**src/rtl/morse_receiver.sv**
```systemverilog
`default_nettype none
// ============================================================================
// morse_receiver: tick-timed Morse line decoder emitting A-Z letter codes
// Revision: 1.0
// ============================================================================
module morse_receiver #(
  parameter int DASH_MIN   = 2,
  parameter int GAP_LETTER = 3,
  parameter int CNT_W      = 4
) (
  input  logic       clk,
  input  logic       reset,
  input  logic       tick,
  input  logic       key,
  output logic       valid,
  output logic [4:0] letter,
  output logic       err,
  output logic [3:0] pattern,
  output logic [2:0] length,
  output logic       busy
);

  localparam logic [CNT_W-1:0] C_ONE     = CNT_W'(1);
  localparam logic [CNT_W-1:0] C_MAX     = {CNT_W{1'b1}};
  localparam logic [CNT_W-1:0] C_DASH    = CNT_W'(DASH_MIN);
  localparam logic [CNT_W-1:0] C_GAP_END = CNT_W'(GAP_LETTER);

  typedef enum logic [1:0] {
    ST_IDLE = 2'd0,
    ST_MARK = 2'd1,
    ST_GAP  = 2'd2
  } state_t;

  // Returns {err, letter}; symbol i sits in pat[i], 1 = dash.
  function automatic logic [5:0] decode(input logic [2:0] len, input logic [3:0] pat,
                                        input logic ovf);
    logic [5:0] r;
    r = {1'b1, 5'd31};
    if (!ovf) begin
      case (len)
        3'd1: r = pat[0] ? {1'b0, 5'd19} : {1'b0, 5'd4};
        3'd2: begin
          case (pat[1:0])
            2'b00:   r = {1'b0, 5'd8};
            2'b10:   r = {1'b0, 5'd0};
            2'b01:   r = {1'b0, 5'd13};
            default: r = {1'b0, 5'd12};
          endcase
        end
        3'd3: begin
          case (pat[2:0])
            3'b000:  r = {1'b0, 5'd18};
            3'b100:  r = {1'b0, 5'd20};
            3'b010:  r = {1'b0, 5'd17};
            3'b110:  r = {1'b0, 5'd22};
            3'b001:  r = {1'b0, 5'd3};
            3'b101:  r = {1'b0, 5'd10};
            3'b011:  r = {1'b0, 5'd6};
            default: r = {1'b0, 5'd14};
          endcase
        end
        3'd4: begin
          case (pat)
            4'b0000: r = {1'b0, 5'd7};
            4'b1000: r = {1'b0, 5'd21};
            4'b0100: r = {1'b0, 5'd5};
            4'b0010: r = {1'b0, 5'd11};
            4'b0110: r = {1'b0, 5'd15};
            4'b1110: r = {1'b0, 5'd9};
            4'b0001: r = {1'b0, 5'd1};
            4'b1001: r = {1'b0, 5'd23};
            4'b0101: r = {1'b0, 5'd2};
            4'b1101: r = {1'b0, 5'd24};
            4'b0011: r = {1'b0, 5'd25};
            4'b1011: r = {1'b0, 5'd16};
            default: r = {1'b1, 5'd31};
          endcase
        end
        default: r = {1'b1, 5'd31};
      endcase
    end
    return r;
  endfunction

  state_t             state_q,    state_d;
  logic [CNT_W-1:0]   mark_cnt_q, mark_cnt_d;
  logic [CNT_W-1:0]   gap_cnt_q,  gap_cnt_d;
  logic [3:0]         buf_q,      buf_d;
  logic [2:0]         cnt_q,      cnt_d;
  logic               ovf_q,      ovf_d;
  logic               valid_q,    valid_d;
  logic [4:0]         letter_q,   letter_d;
  logic               err_q,      err_d;
  logic [3:0]         pattern_q,  pattern_d;
  logic [2:0]         length_q,   length_d;
  logic [CNT_W-1:0]   gap_next;
  logic [5:0]         dec;

  assign dec = decode(cnt_q, buf_q, ovf_q);

  always_comb begin
    state_d    = state_q;
    mark_cnt_d = mark_cnt_q;
    gap_cnt_d  = gap_cnt_q;
    buf_d      = buf_q;
    cnt_d      = cnt_q;
    ovf_d      = ovf_q;
    valid_d    = 1'b0;
    letter_d   = letter_q;
    err_d      = err_q;
    pattern_d  = pattern_q;
    length_d   = length_q;
    gap_next   = (gap_cnt_q == C_MAX) ? gap_cnt_q : gap_cnt_q + C_ONE;

    if (tick) begin
      case (state_q)
        ST_IDLE: begin
          if (key) begin
            state_d    = ST_MARK;
            mark_cnt_d = C_ONE;
            buf_d      = 4'd0;
            cnt_d      = 3'd0;
            ovf_d      = 1'b0;
          end
        end
        ST_MARK: begin
          if (key) begin
            if (mark_cnt_q != C_MAX) mark_cnt_d = mark_cnt_q + C_ONE;
          end else begin
            // Fifth and later symbols only flag overflow; the first four are kept.
            if (cnt_q < 3'd4) begin
              buf_d[cnt_q[1:0]] = (mark_cnt_q >= C_DASH);
              cnt_d             = cnt_q + 3'd1;
            end else begin
              ovf_d = 1'b1;
            end
            state_d   = ST_GAP;
            gap_cnt_d = C_ONE;
          end
        end
        ST_GAP: begin
          if (key) begin
            state_d    = ST_MARK;
            mark_cnt_d = C_ONE;
          end else begin
            gap_cnt_d = gap_next;
            if (gap_next == C_GAP_END) begin
              state_d   = ST_IDLE;
              valid_d   = 1'b1;
              err_d     = dec[5];
              letter_d  = dec[4:0];
              pattern_d = buf_q;
              length_d  = cnt_q;
            end
          end
        end
        default: state_d = ST_IDLE;
      endcase
    end
  end

  always_ff @(posedge clk) begin
    if (reset) begin
      state_q    <= ST_IDLE;
      mark_cnt_q <= '0;
      gap_cnt_q  <= '0;
      buf_q      <= 4'd0;
      cnt_q      <= 3'd0;
      ovf_q      <= 1'b0;
      valid_q    <= 1'b0;
      letter_q   <= 5'd0;
      err_q      <= 1'b0;
      pattern_q  <= 4'd0;
      length_q   <= 3'd0;
    end else begin
      state_q    <= state_d;
      mark_cnt_q <= mark_cnt_d;
      gap_cnt_q  <= gap_cnt_d;
      buf_q      <= buf_d;
      cnt_q      <= cnt_d;
      ovf_q      <= ovf_d;
      valid_q    <= valid_d;
      letter_q   <= letter_d;
      err_q      <= err_d;
      pattern_q  <= pattern_d;
      length_q   <= length_d;
    end
  end

  assign valid   = valid_q;
  assign letter  = letter_q;
  assign err     = err_q;
  assign pattern = pattern_q;
  assign length  = length_q;
  assign busy    = (state_q != ST_IDLE);

endmodule
`default_nettype wire

```
**config.mk**
```make
export PLATFORM = sky130hd
export DESIGN_NAME = morse_receiver
export DESIGN_NICKNAME = d
export VERILOG_FILES = /design/src/rtl/morse_receiver.sv
export SDC_FILE = /design/constraint.sdc
export NUM_CORES = 1
export LEC_CHECK = 0
export ABC_CLOCK_PERIOD_IN_PS = 2640
export BUFFER_PORTS_ARGS = -buffer_cell sky130_fd_sc_hd__clkbuf_2
export CORE_ASPECT_RATIO = 1.1
export CORE_MARGIN = 2
export CORE_UTILIZATION = 45
export CTS_BUF_LIST = sky130_fd_sc_hd__clkbuf_4
export DETAILED_ROUTE_END_ITERATION = 12
export GPL_TIMING_DRIVEN = 0
export SYNTH_ARGS = -nofsm -noshare
export SYNTH_HDL_FRONTEND = slang
export SYNTH_SLANG_ARGS = --single-unit
```
**constraint.sdc**
```tcl
create_clock -name clk -period 2.64 [get_ports clk]
set_clock_uncertainty 0.1 [all_clocks]
set_input_delay 0.264 -clock clk [delete_from_list [all_inputs] [get_ports clk]]
set_output_delay 0.264 -clock clk [all_outputs]
set_load 0.005 [all_outputs]
```
==> results.yml <==
status:
  status: "completed"
layout:
  register_area_um2: 761
  nets: 265
  multi_input_area_um2: 1190
  final_common_cell: "dfxtp_1"
  antenna_cells: 0
  areaGrowthSynthToFinish_pct: 11.5
  nFillCells: 404
  final_cell_mix: "dfxtp_1 (38), nor2_1 (18), clkbuf_2 (18)"
  drive_gt1_share_pct: 18.3
logic_synthesis:
  ys.flop_type: "dfxtp_1"
  netlist_area_um2: 2050
  synth_mux_area_share_pct: 11.8
  synth_area_leaders: "dfxtp_1 (37%), mux2i_1 (6.8%), ha_1 (6.1%)"
  postSynthAreaPerCell_um2: 9.09
  synth_seq_area_share_pct: 37.1
  netlist_instances: 226
  synth_edf_count: 0
  synth_top_cell_by_area: "dfxtp_1"
  yosysTopAreaCellShare_pct: 37.1
  syn-num-nets: 240
  synth_warnings: 0
  synth-compound-area-share_pct: 13.9
  synthXorXnorAreaFrac_pct: 2.13
  synthAdderAreaFrac_pct: 6.09
  synth_top_family_by_area: "simple AND/OR/NAND/NOR gates"
  ys_ff_latch: 38
  synth-async-reset-ratio_pct: 0
  ys_types: 52
  yosys.area_share.simple_pct: 24.1
placed_design:
  place.gp.congestion: 0.765
  dp_hpwl_um: 2930
  port-buffer-count: 18
grt:
  grt_overflow: 0
  grt_max_degree: 13
  grt_pass1_wl_um: 6630
  grt_util_all_layers_pct: 17.3
  grt_pass1_vias: 1379
  grt_antenna_before_repair: 0
die:
  start_util_pct: 47.2
  row_count: 25
  die_w_um: 68.4
  die_h_um: 74.8
  pin_count: 19
  die_area_um2: 5120
  coreArea_um2: 4350
drt:
  drt-initial-drc-count: 107
  wl_per_cell_um: 13.0
  vias: 1618
  drt_wl_total_um: 3980
  vias_per_cell: 5.29
  drcViolationCount: 0
  firstDrtPassIters: 4
  ant_nets: 0
setup_path:
  rrSetupSlack_ns: 0.37
  start_kind: "register"
  r2r_start: "mark_cnt_q[0]$_SDFFE_PP0P_"
  setup.worst_path.end_class: "register"
  reg2reg_depth: 9
  crit_arrival_ns: 2.40
  cp.required_ns: 2.77
  cp_max_fo: 6
  critPathKind: "register to register"
clocking:
  cts_root_buf: "clkbuf_4"
  cts_made_buffers: 5
  cts_hold_buf: 0
  clk_latency_ns: 0.34
  htreeDepth: 2
  cts.sinks: 38
  cts_setup_buffers: 0
  clockBufferDepth: 2
  cts_tree: "built"
  postCtsResizedCells: 0
  clk_pin_slew_ns: 0.11
sta:
  hold_ws_ns: 0.133
  slew_viol_final: 0
  fin_tns_setup_ns: 0
  fmax_ghz: 0.441
  period_needed_ns: 2.27
  slew_headroom_pct: 63.1
  period_share_pct: 85.9
  worstMarginPinSlew_ns: 0.548
  setup_violations: 0
  hold_viol_final: 0
  rsz0062_at_grt: "no"
run:
  drv_cap: 0
worst_hold_path:
  holdPathEnd: "state_q[0]$_SDFFE_PP0P_"
  hp-start: "tick"
  whs_path_depth: 3
  hp-class: "primary input to register"
pwr:
  power.leakage_nw: 0.950
  ir_drop_v: 0.000285
  power_density_nw_per_um2: 457
-- stage by stage --
step,instance area [um2],instances,setup WS (ns),total power [W],util [%]
after floorplan,2050,226,0.565,0.000653,-
after global placement,2210,298,0.398,0.000674,50.8
after detailed placement,2210,298,0.394,0.000675,50.8
after CTS,2290,306,0.377,0.00106,52.6
after global routing,2290,306,0.190,0.00110,52.6
final,2290,306,0.371,0.00105,52.6
-- report_power, final --
group	total (W)	switching, W	internal [W]
Sequential	0.000585	0.00000630	0.000579
Clock	0.000384	0.000188	0.000196
Combinational	0.0000764	0.0000456	0.0000308
-- synth_stat cells, drive strengths merged, types with 2 or more instances --
library cell,instances
nor4,3
mux2i,16
nand2,11
or3b,2
and3,2
o21ai,11
clkinv,2
xor2,2
buf,4
nor3,8
and2,3
nor2,18
nand3b,7
a21o,3
ha,10
nand4,4
nor3b,3
dfxtp,38
mux2,4
clkbuf,8
xnor2,3
a41oi,2
a311oi,2
nor2b,7
and2b,3
o211ai,4
nand3,7
a21oi,15
inv,10
-- worst max-delay path, stage by stage, from the launching register on --
cell and delay, ns:
dfxtp_1 0.43, inv_1 0.07, ha_1 0.18, or4_1 0.46, nand3b_4 0.15, mux2i_4 0.11, inv_2 0.11, ha_1 0.27
nor3_1 0.20, a211oi_1 0.07
-- cell families (layout without fill, tap and decap cells) --
kind of cell	after synthesis	count (layout)
buffers and inverters	24	50
DFF	38	38
xor gates and xnor gates	5	5
adders and majority gates	10	10
muxes	20	20
AOI/OAI and AO/OA	44	44
and+or+nand+nor	85	85
-- worst max-delay path by stage --
stage / startpoint / slack, ns / end
3_5_place_dp: mark_cnt_q[0]$_SDFFE_PP0P_ / 0.39 / register
6_report: mark_cnt_q[0]$_SDFFE_PP0P_ / 0.37 / register
3_3_place_gp: mark_cnt_q[0]$_SDFFE_PP0P_ / 0.40 / register
2_1_floorplan: mark_cnt_q[0]$_SDFFE_PP0P_ / 0.57 / register
5_1_grt: gap_cnt_q[0]$_SDFFE_PP0P_ / 0.19 / pattern[2]$_SDFFE_PP0P_
4_1_cts: mark_cnt_q[0]$_SDFFE_PP0P_ / 0.38 / register
-- per-layer routing --
metal / vias to the layer above / GRT usage [%] / wire length, um
met5: - / 0 / 0
met1: 730 / 24.8 / 2120
met3: 5 / 4.63 / 107
met4: 0 / 6.22 / 67
met2: 24 / 24.9 / 1690
li1: 859 / - / -
-- cell type report --
class                      instances  area share (%)
tap                               54            2.95
multi-input combinational        164            52.0
clock buffer                       5            1.64
inverter                          12            2.08
timing repair buffer              18            3.94
clock inverter                     3            1.75
buffer                            12            2.41
sequential                        38            33.2
No activity file was read; power rests on OpenSTA's default activity.
